## src/rtl/rs_alu_pkg.sv

```systemverilog
// Shared widths, entry/operand types and the operand wakeup helper for the ALU reservation station.
package rs_alu_pkg;

  localparam int RV32_DATA_WIDTH = 32;
  localparam int RRF_ENT_SEL     = 6;
  localparam int RS_ENT_NUM      = 8;
  localparam int RS_ENT_SEL      = 3;
  localparam int OP_WIDTH        = 16;

  typedef struct packed {
    logic                       fin;
    logic [RRF_ENT_SEL-1:0]     tag;
    logic [RV32_DATA_WIDTH-1:0] res;
  } fin_bus_t;

  typedef struct packed {
    logic [RV32_DATA_WIDTH-1:0] val;
    logic                       vld;
  } operand_t;

  typedef struct packed {
    logic                   busy;
    logic [OP_WIDTH-1:0]    op;
    logic [RRF_ENT_SEL-1:0] rrftag;
    operand_t               src1;
    operand_t               src2;
  } rs_ent_t;

  // A pending operand keeps its tag in the low bits of val; ALU beats MUL beats LD.
  function automatic operand_t wake(input operand_t opnd, input fin_bus_t alu,
                                    input fin_bus_t mul, input fin_bus_t ld);
    operand_t r;
    r = opnd;
    if (!opnd.vld) begin
      if (alu.fin && alu.tag == opnd.val[RRF_ENT_SEL-1:0])
        r = '{val: alu.res, vld: 1'b1};
      else if (mul.fin && mul.tag == opnd.val[RRF_ENT_SEL-1:0])
        r = '{val: mul.res, vld: 1'b1};
      else if (ld.fin && ld.tag == opnd.val[RRF_ENT_SEL-1:0])
        r = '{val: ld.res, vld: 1'b1};
    end
    return r;
  endfunction

endpackage

```

## src/rtl/rs_alu_if.sv

```systemverilog
// Dispatch, finish-bus, issue and status signals of the ALU reservation station.
interface rs_alu_if;
  import rs_alu_pkg::*;

  logic                       i_flush;
  logic                       i_dp_vld;
  logic [OP_WIDTH-1:0]        i_dp_op;
  logic [RRF_ENT_SEL-1:0]     i_dp_rrftag;
  logic [RV32_DATA_WIDTH-1:0] i_dp_src1;
  logic [RV32_DATA_WIDTH-1:0] i_dp_src2;
  logic                       i_dp_src1_vld;
  logic                       i_dp_src2_vld;
  logic [RRF_ENT_SEL-1:0]     i_ex_alu_rrftag;
  logic                       i_exfin_alu;
  logic [RV32_DATA_WIDTH-1:0] i_exfin_alu_res;
  logic [RRF_ENT_SEL-1:0]     i_ex_mul_rrftag;
  logic                       i_exfin_mul;
  logic [RV32_DATA_WIDTH-1:0] i_exfin_mul_res;
  logic [RRF_ENT_SEL-1:0]     i_ex_ld_rrftag;
  logic                       i_exfin_ld;
  logic [RV32_DATA_WIDTH-1:0] i_exfin_ld_res;
  logic                       i_issue_rdy;
  logic                       o_issue_vld;
  logic [OP_WIDTH-1:0]        o_issue_op;
  logic [RRF_ENT_SEL-1:0]     o_issue_rrftag;
  logic [RV32_DATA_WIDTH-1:0] o_issue_src1;
  logic [RV32_DATA_WIDTH-1:0] o_issue_src2;
  logic                       o_full;
  logic                       o_empty;
  logic [RS_ENT_SEL:0]        o_cnt;

  modport master (
    output i_flush, i_dp_vld, i_dp_op, i_dp_rrftag, i_dp_src1, i_dp_src2,
           i_dp_src1_vld, i_dp_src2_vld,
           i_ex_alu_rrftag, i_exfin_alu, i_exfin_alu_res,
           i_ex_mul_rrftag, i_exfin_mul, i_exfin_mul_res,
           i_ex_ld_rrftag, i_exfin_ld, i_exfin_ld_res, i_issue_rdy,
    input  o_issue_vld, o_issue_op, o_issue_rrftag, o_issue_src1, o_issue_src2,
           o_full, o_empty, o_cnt
  );

  modport slave (
    input  i_flush, i_dp_vld, i_dp_op, i_dp_rrftag, i_dp_src1, i_dp_src2,
           i_dp_src1_vld, i_dp_src2_vld,
           i_ex_alu_rrftag, i_exfin_alu, i_exfin_alu_res,
           i_ex_mul_rrftag, i_exfin_mul, i_exfin_mul_res,
           i_ex_ld_rrftag, i_exfin_ld, i_exfin_ld_res, i_issue_rdy,
    output o_issue_vld, o_issue_op, o_issue_rrftag, o_issue_src1, o_issue_src2,
           o_full, o_empty, o_cnt
  );

endinterface

```

## src/rtl/rs_prio_sel.sv

```systemverilog
// Combinational lowest-index picker: one-hot grant, encoded index and any-valid flag.
module rs_prio_sel
  import rs_alu_pkg::*;
(
  input  logic [RS_ENT_NUM-1:0] req,
  output logic [RS_ENT_NUM-1:0] grant,
  output logic [RS_ENT_SEL-1:0] idx,
  output logic                  vld
);

  always_comb begin
    grant = '0;
    idx   = '0;
    vld   = 1'b0;
    for (int i = RS_ENT_NUM - 1; i >= 0; i--) begin
      if (req[i]) begin
        idx = RS_ENT_SEL'(i);
        vld = 1'b1;
      end
    end
    grant[idx] = vld;
  end

endmodule

```

## src/rtl/rs_alu.sv

```systemverilog
// ALU reservation station: tag wakeup from three finish buses, one dispatch and one issue per cycle.
// Define RS_AGE_SEL_EN for oldest-first issue; otherwise the lowest-index ready entry issues.
module rs_alu
  import rs_alu_pkg::*;
(
  input logic     i_clk,
  input logic     i_rst,
  rs_alu_if.slave bus
);

  rs_ent_t               ents [RS_ENT_NUM];
  logic [RS_ENT_NUM-1:0] busy_vec;
  logic [RS_ENT_NUM-1:0] ready_vec;
  logic [RS_ENT_NUM-1:0] free_grant;
  logic [RS_ENT_NUM-1:0] issue_grant;
  logic [RS_ENT_SEL-1:0] free_idx;
  logic [RS_ENT_SEL-1:0] issue_idx;
  logic                  free_vld;
  logic                  issue_vld;
  logic                  dp_fire;
  logic                  issue_fire;
  logic [RS_ENT_SEL:0]   cnt;
  fin_bus_t              alu_fin;
  fin_bus_t              mul_fin;
  fin_bus_t              ld_fin;
  rs_ent_t               dp_ent;
  rs_ent_t               sel_ent;

  assign alu_fin = '{fin: bus.i_exfin_alu, tag: bus.i_ex_alu_rrftag, res: bus.i_exfin_alu_res};
  assign mul_fin = '{fin: bus.i_exfin_mul, tag: bus.i_ex_mul_rrftag, res: bus.i_exfin_mul_res};
  assign ld_fin  = '{fin: bus.i_exfin_ld,  tag: bus.i_ex_ld_rrftag,  res: bus.i_exfin_ld_res};

  always_comb begin
    busy_vec  = '0;
    ready_vec = '0;
    cnt       = '0;
    for (int i = 0; i < RS_ENT_NUM; i++) begin
      busy_vec[i]  = ents[i].busy;
      ready_vec[i] = ents[i].busy && ents[i].src1.vld && ents[i].src2.vld;
      cnt          = cnt + {{RS_ENT_SEL{1'b0}}, ents[i].busy};
    end
  end

  rs_prio_sel u_free_sel (
    .req   (~busy_vec),
    .grant (free_grant),
    .idx   (free_idx),
    .vld   (free_vld)
  );

`ifdef RS_AGE_SEL_EN
  logic [RS_ENT_SEL-1:0] age [RS_ENT_NUM];

  always_comb begin
    logic [RS_ENT_SEL-1:0] best_age;
    issue_vld   = 1'b0;
    issue_idx   = '0;
    issue_grant = '0;
    best_age    = '0;
    for (int i = 0; i < RS_ENT_NUM; i++) begin
      if (ready_vec[i] && (!issue_vld || age[i] < best_age)) begin
        issue_vld = 1'b1;
        issue_idx = RS_ENT_SEL'(i);
        best_age  = age[i];
      end
    end
    issue_grant[issue_idx] = issue_vld;
  end

  // Ages stay dense: a new entry is youngest, and entries behind an issued one move up.
  always_ff @(posedge i_clk) begin
    if (i_rst) begin
      for (int i = 0; i < RS_ENT_NUM; i++) age[i] <= '0;
    end else if (!bus.i_flush) begin
      if (issue_fire) begin
        for (int i = 0; i < RS_ENT_NUM; i++)
          if (ents[i].busy && age[i] > age[issue_idx]) age[i] <= age[i] - RS_ENT_SEL'(1);
      end
      if (dp_fire)
        age[free_idx] <= issue_fire ? cnt[RS_ENT_SEL-1:0] - RS_ENT_SEL'(1) : cnt[RS_ENT_SEL-1:0];
    end
  end
`else
  rs_prio_sel u_ready_sel (
    .req   (ready_vec),
    .grant (issue_grant),
    .idx   (issue_idx),
    .vld   (issue_vld)
  );
`endif

  assign dp_fire    = bus.i_dp_vld && free_vld;
  assign issue_fire = issue_vld && bus.i_issue_rdy;

  always_comb begin
    dp_ent        = '0;
    dp_ent.busy   = 1'b1;
    dp_ent.op     = bus.i_dp_op;
    dp_ent.rrftag = bus.i_dp_rrftag;
    dp_ent.src1   = wake('{val: bus.i_dp_src1, vld: bus.i_dp_src1_vld}, alu_fin, mul_fin, ld_fin);
    dp_ent.src2   = wake('{val: bus.i_dp_src2, vld: bus.i_dp_src2_vld}, alu_fin, mul_fin, ld_fin);
  end

  // The free slot comes from pre-edge busy bits, so it never collides with the issuing entry.
  always_ff @(posedge i_clk) begin
    if (i_rst) begin
      for (int i = 0; i < RS_ENT_NUM; i++) ents[i] <= '0;
    end else if (bus.i_flush) begin
      for (int i = 0; i < RS_ENT_NUM; i++) ents[i].busy <= 1'b0;
    end else begin
      for (int i = 0; i < RS_ENT_NUM; i++) begin
        if (ents[i].busy) begin
          ents[i].src1 <= wake(ents[i].src1, alu_fin, mul_fin, ld_fin);
          ents[i].src2 <= wake(ents[i].src2, alu_fin, mul_fin, ld_fin);
          if (issue_fire && issue_grant[i]) ents[i].busy <= 1'b0;
        end
      end
      if (dp_fire) ents[free_idx] <= dp_ent;
    end
  end

  always_comb begin
    sel_ent = ents[issue_idx];
    bus.o_issue_vld    = issue_vld;
    bus.o_issue_op     = issue_vld ? sel_ent.op       : '0;
    bus.o_issue_rrftag = issue_vld ? sel_ent.rrftag   : '0;
    bus.o_issue_src1   = issue_vld ? sel_ent.src1.val : '0;
    bus.o_issue_src2   = issue_vld ? sel_ent.src2.val : '0;
  end

  assign bus.o_full  = ~|free_grant;
  assign bus.o_empty = ~|busy_vec;
  assign bus.o_cnt   = cnt;

endmodule

```

## src/flat_wrapper.sv

```systemverilog
// flat-port wrapper written by rule: the top's interface ports become plain ports
module rs_alu_flat import rs_alu_pkg::*;
  (i_clk, i_rst, bus_i_flush, bus_i_dp_vld, bus_i_dp_op, bus_i_dp_rrftag, bus_i_dp_src1, bus_i_dp_src2, bus_i_dp_src1_vld, bus_i_dp_src2_vld, bus_i_ex_alu_rrftag, bus_i_exfin_alu, bus_i_exfin_alu_res, bus_i_ex_mul_rrftag, bus_i_exfin_mul, bus_i_exfin_mul_res, bus_i_ex_ld_rrftag, bus_i_exfin_ld, bus_i_exfin_ld_res, bus_i_issue_rdy, bus_o_issue_vld, bus_o_issue_op, bus_o_issue_rrftag, bus_o_issue_src1, bus_o_issue_src2, bus_o_full, bus_o_empty, bus_o_cnt);
  rs_alu_if bus_i ();
  input logic i_clk;
  input logic i_rst;
  input wire logic [$bits(bus_i.i_flush)-1:0] bus_i_flush;
  input wire logic [$bits(bus_i.i_dp_vld)-1:0] bus_i_dp_vld;
  input wire logic [$bits(bus_i.i_dp_op)-1:0] bus_i_dp_op;
  input wire logic [$bits(bus_i.i_dp_rrftag)-1:0] bus_i_dp_rrftag;
  input wire logic [$bits(bus_i.i_dp_src1)-1:0] bus_i_dp_src1;
  input wire logic [$bits(bus_i.i_dp_src2)-1:0] bus_i_dp_src2;
  input wire logic [$bits(bus_i.i_dp_src1_vld)-1:0] bus_i_dp_src1_vld;
  input wire logic [$bits(bus_i.i_dp_src2_vld)-1:0] bus_i_dp_src2_vld;
  input wire logic [$bits(bus_i.i_ex_alu_rrftag)-1:0] bus_i_ex_alu_rrftag;
  input wire logic [$bits(bus_i.i_exfin_alu)-1:0] bus_i_exfin_alu;
  input wire logic [$bits(bus_i.i_exfin_alu_res)-1:0] bus_i_exfin_alu_res;
  input wire logic [$bits(bus_i.i_ex_mul_rrftag)-1:0] bus_i_ex_mul_rrftag;
  input wire logic [$bits(bus_i.i_exfin_mul)-1:0] bus_i_exfin_mul;
  input wire logic [$bits(bus_i.i_exfin_mul_res)-1:0] bus_i_exfin_mul_res;
  input wire logic [$bits(bus_i.i_ex_ld_rrftag)-1:0] bus_i_ex_ld_rrftag;
  input wire logic [$bits(bus_i.i_exfin_ld)-1:0] bus_i_exfin_ld;
  input wire logic [$bits(bus_i.i_exfin_ld_res)-1:0] bus_i_exfin_ld_res;
  input wire logic [$bits(bus_i.i_issue_rdy)-1:0] bus_i_issue_rdy;
  output wire logic [$bits(bus_i.o_issue_vld)-1:0] bus_o_issue_vld;
  output wire logic [$bits(bus_i.o_issue_op)-1:0] bus_o_issue_op;
  output wire logic [$bits(bus_i.o_issue_rrftag)-1:0] bus_o_issue_rrftag;
  output wire logic [$bits(bus_i.o_issue_src1)-1:0] bus_o_issue_src1;
  output wire logic [$bits(bus_i.o_issue_src2)-1:0] bus_o_issue_src2;
  output wire logic [$bits(bus_i.o_full)-1:0] bus_o_full;
  output wire logic [$bits(bus_i.o_empty)-1:0] bus_o_empty;
  output wire logic [$bits(bus_i.o_cnt)-1:0] bus_o_cnt;
  assign bus_i.i_flush = bus_i_flush;
  assign bus_i.i_dp_vld = bus_i_dp_vld;
  assign bus_i.i_dp_op = bus_i_dp_op;
  assign bus_i.i_dp_rrftag = bus_i_dp_rrftag;
  assign bus_i.i_dp_src1 = bus_i_dp_src1;
  assign bus_i.i_dp_src2 = bus_i_dp_src2;
  assign bus_i.i_dp_src1_vld = bus_i_dp_src1_vld;
  assign bus_i.i_dp_src2_vld = bus_i_dp_src2_vld;
  assign bus_i.i_ex_alu_rrftag = bus_i_ex_alu_rrftag;
  assign bus_i.i_exfin_alu = bus_i_exfin_alu;
  assign bus_i.i_exfin_alu_res = bus_i_exfin_alu_res;
  assign bus_i.i_ex_mul_rrftag = bus_i_ex_mul_rrftag;
  assign bus_i.i_exfin_mul = bus_i_exfin_mul;
  assign bus_i.i_exfin_mul_res = bus_i_exfin_mul_res;
  assign bus_i.i_ex_ld_rrftag = bus_i_ex_ld_rrftag;
  assign bus_i.i_exfin_ld = bus_i_exfin_ld;
  assign bus_i.i_exfin_ld_res = bus_i_exfin_ld_res;
  assign bus_i.i_issue_rdy = bus_i_issue_rdy;
  assign bus_o_issue_vld = bus_i.o_issue_vld;
  assign bus_o_issue_op = bus_i.o_issue_op;
  assign bus_o_issue_rrftag = bus_i.o_issue_rrftag;
  assign bus_o_issue_src1 = bus_i.o_issue_src1;
  assign bus_o_issue_src2 = bus_i.o_issue_src2;
  assign bus_o_full = bus_i.o_full;
  assign bus_o_empty = bus_i.o_empty;
  assign bus_o_cnt = bus_i.o_cnt;
  rs_alu u_core (.i_clk(i_clk), .i_rst(i_rst), .bus(bus_i));
endmodule
```

## config.mk

```make
export PLATFORM = sky130hd
export DESIGN_NAME = rs_alu_flat
export DESIGN_NICKNAME = d
export VERILOG_FILES = /design/src/rtl/rs_alu_pkg.sv /design/src/rtl/rs_alu_if.sv /design/src/rtl/rs_prio_sel.sv /design/src/rtl/rs_alu.sv /design/src/flat_wrapper.sv
export SDC_FILE = /design/constraint.sdc
export NUM_CORES = 2
export LEC_CHECK = 0
export CAP_MARGIN = 20
export CORE_MARGIN = 2
export CORE_UTILIZATION = 40
export DETAILED_ROUTE_END_ITERATION = 8
export PLACE_DENSITY_LB_ADDON = 0.1
export SYNTH_ARGS = -nofsm -noshare
export SYNTH_HDL_FRONTEND = slang
export SYNTH_SLANG_ARGS = --single-unit
```

## constraint.sdc

```tcl
create_clock -name i_clk -period 18.55 [get_ports i_clk]
set_input_delay 1.855 -clock i_clk [delete_from_list [all_inputs] [get_ports i_clk]]
set_output_delay 1.855 -clock i_clk [all_outputs]
set_load 0.05 [all_outputs]
```

======== Word-level counts from Yosys, hierarchy flattened ========
Memories as Yosys holds them, arrays and structs flattened.
Index checks and enable logic that the tools add are counted.
storage, ports and cells
  register bits after elaboration ......... 0
  memory bits (writable) .................. 712
  memories ................................ 1
operators by class
  add/subtract/negate cells ............... 7
  magnitude comparators ................... 4
  eq/ne operators ......................... 54
  multiplexer cells ....................... 273
  bitwise logic cells ..................... 35
  reduce and logical (&&, ||, !) cells .... 86
memories
  name         depth  width  read ports  clocked after memory_dff  wr ports  RTL line      RTL
  u_core.ents  8      89     9           0                         9         rs_alu.sv:11  rs_ent_t ents [RS_ENT_NUM];
operator list
  kind                                                  count
  two-way mux 33 bit                                    136
  equality test 6 bit                                   54
  two-way mux 1 bit                                     115
  logical AND 1 bit                                     82
  two-way mux 32 bit                                    2
  two-way mux 3 bit                                     16
  OR 1 bit                                              32
  adder 4 x 1 -> 4 bit                                  6
  bitwise AND 8 bit                                     2
  two-way mux 16 bit                                    1
  OR reduction 8 bit                                    2
  < comparator 3 x 4 -> 1 bit (second input constant)   2
  NOT 8 bit                                             1
  demux 1 bit (select 3 bit)                            2
  >= comparator 3 x 1 -> 1 bit (second input constant)  2
  two-way mux 6 bit                                     1
  adder 1 x 1 -> 2 bit                                  1
  zero test 1 bit                                       2

======== Depth between registers and ports, before layout ========
An unclocked memory read counts as a cell.
  depth after elaboration ................. 23
  depth in mapped cells ................... 11
  gate-level depth less buffers ........... 10

======== Modules after synthesis ========
A second synthesis with hierarchy kept.
unflattened totals
  cell total of the unflattened synthesis .. 4667
  area, all modules ....................... 52679.3 µm²
by module, submodules not included
  module       times used  cells an instance  area each (µm²)  sequential area each (µm²)
  rs_alu       1           4617               52389.0          21300.4
  rs_prio_sel  2           25                 145.1            0.0

======== Worst setup path after synthesis ========
OpenSTA, ideal clock, no wires.
  path kind ............................... input-to-reg
  from .................................... input bus_i_ex_alu_rrftag[1]
  to ...................................... memory u_core.ents[4][34] in the netlist's numbering (enable)
  library setup time ...................... 0.511 ns
  arrival ................................. 6.684 ns
  slack ................................... 11.356 ns
  cell stages on the path ................. 8
  path through ............................ buf_4 > buf_2 > xnor2_1 > nand4_1 > nor4_2 > clkbuf_1 > nor2_1 > o41ai_1
RTL lines
  item         RTL line            RTL
  from (decl)  flat_wrapper.sv:15  input wire logic [$bits(bus_i.i_ex_alu_rrftag)-1:0] bus_i_ex_alu_rrftag;
  to (decl)    rs_alu.sv:11

==> impl_summary.md <==
GRT
The first global-routing pass estimated 372.7 mm of wire. For this run, the total global-route usage over all layers was measured as 0.3892. The final global-route overflow total is 0. The number of antenna violations at the first check in global routing is 17. The maximum number of pins on one net before global-route repair is 149. The number of global-route vias before repair was 48340.

Timing
Setup total negative slack on the finished layout was measured at 0 ns. The transition time of the tightest slew-check pin is 1.575 ns. Across all setup checks in the final design, the least slack found is 10.17 ns. The final critical-path required period is 8.380 ns. The number of setup violations in the final report is 0.

The share of the cycle needed by the critical path after routing is 0.4518. Measured against its own limit, the worst slew margin works out to -0.04969. The final-report hold violation count is 0. The clock arrives with 0.02659 ns of skew. The maximum clock rate is 119.3 MHz. Setup repair after global routing left no endpoint under its margin. The final max-slew violation count is 58.

Die
The floorplan step defined a die boundary enclosing 133300 µm². The top-level port count is 303. The die is 365.1 µm wide. The initial utilization of the core area, before any placement, comes to 0.4029.

The standard-cell row count is 132. The core region is 129500 µm². The floorplan die height is 365.1 µm.

Clock tree
Once the clock tree was built, the resizer swapped 0 gates to a different size. The later-pin clock latency in the skew report is 0.70 ns. Buffers inserted during clock tree synthesis total 86. The maximum buffer depth of the clock tree is 3. TritonCTS built the clock tree. The clock tree root buffer cell is clkbuf_16. The number of sinks driven by the clock tree is 712. The register clock-pin slew on the reported worst setup and hold paths is 0.06 ns. Hold repair after CTS inserted 0 buffers. The post-CTS setup buffer count is 0.

The H-tree generated during clock tree synthesis spans 3 levels.

Routing
For this block, the initial DRC count from the detailed router was 9090. The detail-routed net length per standard cell is 38.66 µm. The number of optimization iterations in the first detailed-route pass is 9. The via count is 51460. The number of remaining DRC errors is 0. The count of antenna-violating nets left after detailed routing is 0. The final layout contains routed wiring with a total length of 268.7 mm.

The per-cell via count in the routed design is 7.403.

Status
The run finished, with violations left. The checks that failed: max-slew violations.

Pwr
The sum of internal, switching and leakage power is 4.247 mW. In this run the power density over the cells is 71.29 nW/µm². The reported leakage power is 19.07 nW. The maximum resistive drop on vdd is 66.55 µV.

Placement
The placed wire-length estimate after detailed placement is 154.3 mm. The count of buffers inserted at the top-level ports is 302. Prior to clock tree synthesis, the placed netlist has a worst setup slack of 11.01 ns. The placed standard-cell area is 56650 µm².

Routability-driven placement finished with a final weighted congestion of 0.9618.

Cells and area
The layout has 12190 filler cells. The sequential cells in the finished layout cover a total of 21300 µm². The number of nets in the final layout is 5360. The finished cells cover 59570 µm². From synthesis to final layout, the design area changed by 14.19%. The largest registers in the layout are u_core.ents: 712 flops. The total area of multi-input combinational cells is 28270 µm². The fraction of layout instances using a drive strength above 1 is 0.1048. u_core.ents holds more flip-flops than any other register. The number of flip-flops under the largest register name is 712.

Synthesis
Synthesis produced 5270 cells. The number of flops mapped to enable cells by yosys is 704. The adder and majority gate portion of the synthesized area is 0.002494. Of all flip-flops after synthesis, the portion carrying an async set or reset was 0. The synthesized net count is 5488. Synthesis inferred 712 register bits. Of the total synthesized cell area, the portion taken by XOR and XNOR cells is 0.05439.

A synthesized cell averages 9.899 µm². By area, the combinational part of the netlist is dominated by compound AO/OA/AOI/OAI gates. The post-synthesis cell type count is 87. The share of the synthesized area in compound gates (AO/OA/AOI/OAI) is 0.2761. The Yosys step of the flow raised 0 warnings. The top flip-flop cell by instance count after synthesis is edfxtp_1. Of the synthesized area, sequential elements account for 0.4083. The cell area that synthesis handed to floorplanning was 52170 µm². The portion of synthesized area spent on multiplexers is 0.1049. Of the total synthesized cell area, the portion taken by AND, OR, NAND and NOR gates is 0.09066.

Worst setup path
The required time at the worst-slack endpoint is 16.69 ns. The worst setup path is of the reg2out kind. STA puts the critical path data arrival time at 6.53 ns.

The peak fanout along the critical path is 148. The nature of the critical path endpoint is a primary output. The worst setup path is launched from a flip-flop.

Run
Max-cap violations in this run came to 0.

Min path
The worst hold path belongs to the class reg2reg.
[per-layer routing]
metal  GRT usage  vias to the layer above  wire (µm)
met2      0.5530                     4595     109500
met1      0.5149                    25280     102000
li1            -                    20570          -
met4      0.2102                       20      17170
met3      0.1373                      986      39890
met5           0                        -        112
[layout make-up]
type,count,share of cell area
multi-input cells,3770,0.4745
flip-flops and latches,712,0.3576
repair buffers,535,0.08149
clock buffers,107,0.03781
well taps,1742,0.03659
clock inverters,40,0.009368
inverters,37,0.002331
diodes,8,0.0003361
[cells in the final DEF, fill, tap and decap left out, types with 155 or more instances in the layout]
cell type | netlist | routed
mux2i_1 | 242 | 242
mux2_1 | 229 | 229
xnor2_1 | 177 | 177
buf_4 | 16 | 225
o21ai_1 | 161 | 160
clkdlybuf4s50_1 | 0 | 298
nor2_1 | 223 | 221
o22ai_1 | 620 | 620
a22oi_1 | 288 | 288
a211o_1 | 155 | 155
edfxtp_1 | 704 | 704
[final timing paths]
kind,cells after the start,from,slack [ns],endpoint
worst max-delay path,9,u_core.ents[2][33],10.17,bus_o_issue_src1[11]
worst min-delay path,2,u_core.ents[7][0],0.66,u_core.ents[7][0]
worst max register to register,8,u_core.ents[4][88],14.42,u_core.ents[5][28]
worst min register to register,2,u_core.ents[7][0],0.66,u_core.ents[7][0]
[critical path, cell delays in order, from the launching register on]
cell and delay, ns:
edfxtp_1 0.48, nand3_1 0.22, and2_4 0.66, buf_4 0.97
a41oi_4 0.73, buf_12 0.42, o22ai_1 0.46, a211oi_1 0.11
a31o_1 0.32, clkdlybuf4s50_1 0.73
[cells in the mapped netlist (all sizes together) (7+ instances only)]
cell type    n  area (µm²)
nor4        40       365.3
a31oi       46       287.8
o2111ai     23       232.7
or2         34       212.7
nor2       226       860.8
mux2i      242        2422
buf        230        1196
a41o        30       300.3
mux2       271        3052
a21o        56       420.4
inv         34       127.6
dfxtp        8       160.2
nor3       108       556.8
a32o        36       360.4
o31ai       45       337.8
and3        77       481.7
nand3       41       205.2
a21oi      111       604.3
a22oi      288        2162
o22ai      620        3879
a211oi     120       915.9
a2111oi     29       260.3
or4         23       172.7
a211o      155        1358
xnor2      177        1550
and2       114       713.2
o311ai      16       140.1
clkbuf     521        1957
nand4       54       337.8
o21ai      246        1287
or3          7       43.79
o2bb2ai     38       332.8
a31o        90       788.3
edfxtp     704       21140
o211ai       9       67.56
xor2       147        1287
nand2      140       525.5
nand2b      17       106.4
o32ai       38       340.3
[cell families (layout without fill, tap and decap cells)]
logic type,after synthesis,in the layout
AOI/OAI and AO/OA,2030,2030
xor gates and xnor gates,324,324
adders and majority gates,8,8
buffers and inverters,788,719
DFF,712,712
muxes,513,513
other,0,8
and+or+nand+nor,895,895
[per-stage QoR]
stage / hold slack, ns / std cells / util
4_1_cts: 0.6528 / 6938 / 0.4592
6_report: 0.6591 / 6951 / 0.4601
5_1_grt: 0.7159 / 6945 / 0.4599
3_5_place_dp: 0.6409 / 6791 / 0.4375
2_1_floorplan: 0.5459 / 5270 / -
3_3_place_gp: 0.6383 / 6789 / 0.4371
[report_power, final]
part | switching (mW) | internal, mW | total, mW | leakage (nW)
clock | 0.750 | 1.03 | 1.78 | 1.37
combinational | 0.416 | 0.183 | 0.599 | 10.4
sequential | 0.0395 | 1.83 | 1.87 | 7.25
total | 1.21 | 3.04 | 4.25 | 19.1
(Power assumes the default switching activity.)
